File: config.mk
export PLATFORM = sky130hd
export DESIGN_NAME = pipeline_ctrl
export DESIGN_NICKNAME = d
export VERILOG_FILES = /design/src/rtl/pipeline_ctrl_pkg.sv /design/src/rtl/pipeline_ctrl_sat_counter.sv /design/src/rtl/pipeline_ctrl.sv
export SDC_FILE = /design/constraint.sdc
export NUM_CORES = 1
export LEC_CHECK = 0
export CORE_UTILIZATION = 30
export DETAILED_ROUTE_END_ITERATION = 12
export PLACE_DENSITY_LB_ADDON = 0.1
export SLEW_MARGIN = 20
export SYNTH_ARGS = -nofsm -noshare
export SYNTH_HDL_FRONTEND = slang
export SYNTH_SLANG_ARGS = --single-unit
File: constraint.sdc
create_clock -name clk -period 2.03 [get_ports clk]
set_input_delay 0.406 -clock clk [delete_from_list [all_inputs] [get_ports clk]]
set_output_delay 0.406 -clock clk [all_outputs]
set_load 0.02 [all_outputs]
File: src/rtl/pipeline_ctrl_pkg.sv
// Shared definitions for the pipeline controller: FSM states, stage indices
// and halt-mode encodings.
package pipeline_ctrl_pkg;

  typedef enum logic [1:0] {
    ST_RUN      = 2'd0,
    ST_MEM_WAIT = 2'd1,
    ST_DRAIN    = 2'd2,
    ST_HALT     = 2'd3
  } state_e;

  localparam int unsigned STG_F = 0;
  localparam int unsigned STG_D = 1;
  localparam int unsigned STG_E = 2;

  localparam int unsigned HALT_MODE_FREEZE = 0;
  localparam int unsigned HALT_MODE_DRAIN  = 1;

endpackage

File: src/rtl/pipeline_ctrl_sat_counter.sv
// Saturating up-counter with synchronous clear; clear wins over increment.
module sat_counter #(
  parameter int unsigned WIDTH = 16
) (
  input  logic             clk_i,
  input  logic             rst_ni,
  input  logic             clr_i,
  input  logic             inc_i,
  output logic [WIDTH-1:0] count_o
);

  logic [WIDTH-1:0] count_q, count_d;

  function automatic logic [WIDTH-1:0] sat_inc(input logic [WIDTH-1:0] v);
    return (&v) ? v : v + WIDTH'(1);
  endfunction

  always_comb begin
    count_d = count_q;
    if (clr_i)      count_d = '0;
    else if (inc_i) count_d = sat_inc(count_q);
  end

  always_ff @(posedge clk_i or negedge rst_ni) begin
    if (!rst_ni) count_q <= '0;
    else         count_q <= count_d;
  end

  assign count_o = count_q;

endmodule

File: src/rtl/pipeline_ctrl.sv
// In-order pipeline controller: per-stage stall/flush/valid generation,
// memory-wait and halt/drain sequencing, and stall/flush performance counters.
module pipeline_ctrl
  import pipeline_ctrl_pkg::*;
#(
  parameter int unsigned NUM_STAGES     = 5,
  parameter int unsigned REG_ADDR_WIDTH = 5,
  parameter int unsigned CNT_WIDTH      = 16,
  parameter int unsigned HALT_MODE      = 0
) (
  input  logic                      clk,
  input  logic                      rst,
  input  logic                      halt_req,
  input  logic                      mem_busy,
  input  logic                      cnt_clr,
  input  logic                      branch_taken_e,
  input  logic                      load_e,
  input  logic                      reg_write_e,
  input  logic [REG_ADDR_WIDTH-1:0] rd_e,
  input  logic [REG_ADDR_WIDTH-1:0] rs1_d,
  input  logic [REG_ADDR_WIDTH-1:0] rs2_d,
  output logic [NUM_STAGES-1:0]     stall,
  output logic [NUM_STAGES-1:0]     flush,
  output logic [NUM_STAGES-1:0]     valid,
  output logic                      pc_redirect_en,
  output logic                      halted,
  output logic [CNT_WIDTH-1:0]      stall_cycles,
  output logic [CNT_WIDTH-1:0]      flush_events
);

  state_e                state_q, state_d;
  logic [NUM_STAGES-1:0] valid_q, valid_d;
  logic                  halted_q;
  logic                  global_stall;
  logic                  load_use;
  logic                  branch_flush;

  always_comb begin
    global_stall = (state_q == ST_MEM_WAIT) || (state_q == ST_HALT) || mem_busy;
    load_use     = (state_q == ST_RUN) && valid_q[STG_D] && valid_q[STG_E] &&
                   load_e && reg_write_e && (rd_e != '0) &&
                   ((rd_e == rs1_d) || (rd_e == rs2_d));
    branch_flush = ((state_q == ST_RUN) || (state_q == ST_DRAIN)) && !global_stall &&
                   valid_q[STG_E] && branch_taken_e;
  end

  // A taken branch squashes the load-use bubble: the dependent op is discarded anyway.
  always_comb begin
    stall = '0;
    flush = '0;
    if (global_stall) begin
      stall = '1;
    end else begin
      if (branch_flush) begin
        flush[STG_D] = 1'b1;
        flush[STG_E] = 1'b1;
      end else if (load_use) begin
        stall[STG_F] = 1'b1;
        stall[STG_D] = 1'b1;
        flush[STG_E] = 1'b1;
      end
      if (state_q == ST_DRAIN) begin
        stall[STG_F] = 1'b1;
        flush[STG_D] = 1'b1;
      end
    end
    pc_redirect_en = branch_flush && !stall[STG_F];
  end

  always_comb begin
    valid_d        = '0;
    valid_d[STG_F] = 1'b1;
    for (int i = 1; i < NUM_STAGES; i++) begin
      if (stall[i])      valid_d[i] = valid_q[i];
      else if (flush[i]) valid_d[i] = 1'b0;
      else               valid_d[i] = valid_q[i-1];
    end
  end

  always_comb begin
    state_d = state_q;
    case (state_q)
      ST_RUN: begin
        if (mem_busy)                                     state_d = ST_MEM_WAIT;
        else if (halt_req && HALT_MODE == HALT_MODE_FREEZE) state_d = ST_HALT;
        else if (halt_req && HALT_MODE == HALT_MODE_DRAIN)  state_d = ST_DRAIN;
      end
      ST_MEM_WAIT: if (!mem_busy) state_d = ST_RUN;
      ST_DRAIN: begin
        if (mem_busy)                               state_d = ST_MEM_WAIT;
        else if (!halt_req)                         state_d = ST_RUN;
        else if (valid_q[NUM_STAGES-1:1] == '0)     state_d = ST_HALT;
      end
      ST_HALT:     if (!halt_req) state_d = ST_RUN;
      default:     state_d = ST_RUN;
    endcase
  end

  always_ff @(posedge clk or negedge rst) begin
    if (!rst) begin
      state_q  <= ST_RUN;
      valid_q  <= '0;
      halted_q <= 1'b0;
    end else begin
      state_q  <= state_d;
      valid_q  <= valid_d;
      halted_q <= (state_d == ST_HALT);
    end
  end

  assign valid  = valid_q;
  assign halted = halted_q;

  sat_counter #(.WIDTH(CNT_WIDTH)) u_stall_cnt (
    .clk_i   (clk),
    .rst_ni  (rst),
    .clr_i   (cnt_clr),
    .inc_i   (stall[STG_F] && (state_q != ST_HALT)),
    .count_o (stall_cycles)
  );

  sat_counter #(.WIDTH(CNT_WIDTH)) u_flush_cnt (
    .clk_i   (clk),
    .rst_ni  (rst),
    .clr_i   (cnt_clr),
    .inc_i   (branch_flush),
    .count_o (flush_events)
  );

endmodule

==> results_tabular.tex <==
\begin{tabular}{lr}
\hline
Metric & Value \\
\hline
\multicolumn{2}{l}{\textbf{Yosys}} \\
\quad Synthesized area divided by synthesized cell count & 9.04 um\^{}2 \\
\quad Synth unique cells & 39 \\
\quad Post-synthesis cell count & 246 \\
\quad Share of the synthesized area in the top cell type & 45.0\% \\
\quad Cell types with the largest area share after synthesis & sky130\_fd\_sc\_hd\_\_dfrtp\_1, sky130\_fd\_sc\_hd\_\_xor2\_1, sky130\_fd\_sc\_hd\_\_nor2\_1, sky130\_fd\_sc\_hd\_\_or3\_1, sky130\_fd\_sc\_hd\_\_a21oi\_1 \\
\quad Sequential share of the synthesized area & 45.0\% \\
\quad Netlist Area Pre-Place & 0.00222 mm\^{}2 \\
\quad Syn. warnings & 0 \\
\quad Top\_reg\_cell synth & sky130\_fd\_sc\_hd\_\_dfrtp\_1 \\
\quad Post-synthesis cell type with the largest combined area & sky130\_fd\_sc\_hd\_\_dfrtp\_1 \\
\quad Count leader, synth & sky130\_fd\_sc\_hd\_\_dfrtp\_1 \\
\quad Post-synth EDFFs & 0 \\
\quad Synth top cells by count & sky130\_fd\_sc\_hd\_\_dfrtp\_1, sky130\_fd\_sc\_hd\_\_nor2\_1, sky130\_fd\_sc\_hd\_\_xor2\_1, sky130\_fd\_sc\_hd\_\_nand2\_1, sky130\_fd\_sc\_hd\_\_a21oi\_1 \\
\quad Async set-or-reset flop fraction in the synthesized netlist & 100\% \\
\quad Number of flip-flops and latches in the synthesized netlist & 40 \\
\multicolumn{2}{l}{\textbf{Final layout}} \\
\quad \# diodes & 0 \\
\quad Total non-filler cell area in the finished layout & 0.00349 mm\^{}2 \\
\quad Fraction of layout instances using a drive strength above 1 & 23.4\% \\
\quad Net count, final & 379 \\
\quad Area growth syn-to-layout & 57.0\% \\
\quad Multi-input gate area & 0.00128 mm\^{}2 \\
\quad Filler Cells Inserted & 739 \\
\quad Utilization after layout & 48.4\% \\
\quad Register area & 0.00101 mm\^{}2 \\
\multicolumn{2}{l}{\textbf{Global routing}} \\
\quad Overall Global Routing Usage & 17.4\% \\
\quad First-pass GRT wire length & 10400 um \\
\quad Maximum number of pins on one net before global-route repair & 33 \\
\quad Number of global-route vias before repair & 2119 \\
\quad Antenna violations before repair & 0 \\
\quad Overflow left after global routing & 0 \\
\multicolumn{2}{l}{\textbf{Timing}} \\
\quad Final sum of negative setup slack & -2.48 ns \\
\quad Max\_slew headroom & 62.6\% \\
\quad Max Transition Viols Final & 0 \\
\quad Setup violation total in the final timing report & 19 \\
\quad Final period demand of the worst path & 2.25 ns \\
\quad Worst Skew & 0.00438 ns \\
\quad Post-layout worst setup margin & -0.220 ns \\
\quad RSZ-0062 raised after global routing & true \\
\quad Slew of the pin with the lowest slew margin & 0.561 ns \\
\quad Number of endpoints with negative hold slack in the final report & 0 \\
\quad Highest clock rate & 444 MHz \\
\quad Final cycle utilization of the critical path & 111\% \\
\quad Worst hold-check slack & 0.101 ns \\
\multicolumn{2}{l}{\textbf{Routing}} \\
\quad Detailed Route Iter0 Violations & 87 \\
\quad Routed wirelength normalized by instance count & 14.0 um \\
\quad Remaining antenna violation count & 0 \\
\quad Via-per-instance ratio & 4.81 \\
\quad DR DRC count & 0 \\
\quad Wire length reported by the detailed router & 6350 um \\
\quad Via count & 2186 \\
\quad First-pass DRT Iterations & 4 \\
\multicolumn{2}{l}{\textbf{Setup path}} \\
\quad CP max-delay cell & sky130\_fd\_sc\_hd\_\_or3b\_4 \\
\quad Crit path largest cell delay & 0.40 ns \\
\quad Critical path, cell by cell & or2\_1 -> a211o\_1 -> buf\_6 -> or3b\_4 -> o21ba\_4 -> or3\_4 -> a21oi\_2 \\
\quad Data arrival time at the worst-slack endpoint & 2.47 ns \\
\quad Number of cells on the worst reg-to-reg path & 7 \\
\quad Endpoint class of the critical path & register \\
\quad Critical-path maximum fanout & 8 \\
\quad Worst Path Class, Setup & register to register \\
\quad Data required time of the critical path & 2.25 ns \\
\quad Kind of start point of the critical path & register \\
\multicolumn{2}{l}{\textbf{Clocking}} \\
\quad Deepest clock path buffer count & 2 \\
\quad Number of H-tree branching levels & 2 \\
\quad Clock buffers created by TritonCTS & 5 \\
\quad Clock network latency to the later pin of the worst-skew pair & 0.29 ns \\
\quad Hold buffer count at CTS & 0 \\
\quad Cell at the root of the clock tree & sky130\_fd\_sc\_hd\_\_clkbuf\_8 \\
\quad Clock tree sinks & 40 \\
\quad Reg clk slew, reported paths & 0.08 ns \\
\quad CTS tree & done \\
\multicolumn{2}{l}{\textbf{Floorplan}} \\
\quad Number of cell rows & 31 \\
\quad Number of top-level pins & 72 \\
\quad Initial Util & 30.8\% \\
\quad Die area & 0.00776 mm\^{}2 \\
\quad Area of the core & 0.00721 mm\^{}2 \\
\quad Die X-Extent & 88.1 um \\
\quad Height of the die & 88.1 um \\
\multicolumn{2}{l}{\textbf{Power}} \\
\quad Max rail drop VDD & 0.214 mV \\
\quad Ratio of total power to cell area & 555 mW/mm\^{}2 \\
\quad Leakage power summed over all cells & 1.50 nW \\
\multicolumn{2}{l}{\textbf{Placed design}} \\
\quad Routability congestion estimate & 0.854 \\
\quad Sum of net half-perimeters after detailed placement & 4390 um \\
\quad Instance area at placement & 0.00327 mm\^{}2 \\
\quad Count of buffers inserted at the top-level ports & 68 \\
\multicolumn{2}{l}{\textbf{Flow run}} \\
\quad Max-cap violations & 0 \\
\multicolumn{2}{l}{\textbf{Outcome}} \\
\quad Run status & finished, violations left \\
\quad Failing checks & negative setup slack \\
\multicolumn{2}{l}{\textbf{Worst hold path}} \\
\quad Worst min-delay path category & input pin to async pin \\
\hline
\end{tabular}
-- sequential cells by signal (all words and copies together), names as in the netlist --
register	count
halted	1
u_stall_cnt.count_o	16
state_q	2
u_flush_cnt.count_o	16
valid	5
-- where the power goes --
group / switching (mW) / leakage, nW / internal (mW)
Combinational: 0.272 / 0.912 / 0.244
Sequential: 0.0288 / 0.542 / 0.839
Clock: 0.275 / 0.0455 / 0.278
Total: 0.576 / 1.50 / 1.36
-- stage by stage --
stage,total power [mW],cells,setup slack [ns]
after floorplan,1.12,248,-0.0243
after global placement,1.37,442,-0.824
after detailed placement,1.37,442,-0.843
after CTS,1.95,453,-0.224
after global routing,2.05,454,-0.311
final,1.94,454,-0.220
-- path summary, 6_finish.rpt --
| path | startpoint | end | slack (ns) |
|---|---|---|---|
| worst max register to register | state_q[1] | u_stall_cnt.count_o[3] | -0.22 |
| worst min register to register | valid[4] | valid[4] | 0.54 |
| worst min-delay path | rst | u_stall_cnt.count_o[1] | 0.10 |
| max in group asynchronous | rst | u_flush_cnt.count_o[2] | 1.43 |
| worst max-delay path | state_q[1] | u_stall_cnt.count_o[3] | -0.22 |
| min in group clk | valid[4] | valid[4] | 0.54 |
-- worst max-delay path, delay by kind of cell, from the launching register on --
family,cells,cell delay (ns)
flops,1,0.38
buf+inv,1,0.12
compound gates,3,0.66
simple gates,3,1.03
-- cells in the final DEF (no fill, tap or decap), types with 9 or more instances in the layout --
master and instances:
sky130_fd_sc_hd__dfrtp_1 36, sky130_fd_sc_hd__or3_1 11, sky130_fd_sc_hd__o21ai_0 10, sky130_fd_sc_hd__nand2_1 18, sky130_fd_sc_hd__xor2_1 21, sky130_fd_sc_hd__nor2_1 28, sky130_fd_sc_hd__o21ai_1 10, sky130_fd_sc_hd__dlygate4sd2_1 17
sky130_fd_sc_hd__buf_4 40, sky130_fd_sc_hd__clkdlybuf4s50_1 42, sky130_fd_sc_hd__nand3_1 14, sky130_fd_sc_hd__nand4_1 11, sky130_fd_sc_hd__a21oi_1 9
-- per-layer routing --
metal  GRT usage (%)  up-vias  routed length (um)
li1                -     1087                   -
met1            23.5     1045                3020
met2            28.2       52                2980
met3            3.77        2                 321
met4            4.40        0                  29
met5               0        -                   0
-- area by class of cell --
cell class,count,share of cell area [%]
clock buffer,8,2.58
inverter,4,0.430
multi-input combinational,194,36.7
sequential,40,28.8
tap,99,3.55
timing repair buffer,109,28.0
-- logic make-up after synthesis --
logic type               after synthesis  synth area share, %
AO/OA/AOI/OAI                         45                 11.5
XOR/XNOR                              26                 10.2
adder cells (fa/ha/maj)                2                 1.13
buffers and inverters                 16                 4.45
flip-flops                            40                 45.0
multiplexers                           2                0.900
other                                  2                0.338
AND/OR/NAND/NOR                      113                 26.4
-- timing repair --
action	4_1_cts	5_1_grt
buffers inserted	1	1
setup endpoints to repair	24	30
hold endpoints to repair	0	0
cloned	2	0
pin swaps	15	12
gates resized for setup	46	26
Note: power is estimated with default switching activity, not from simulation.
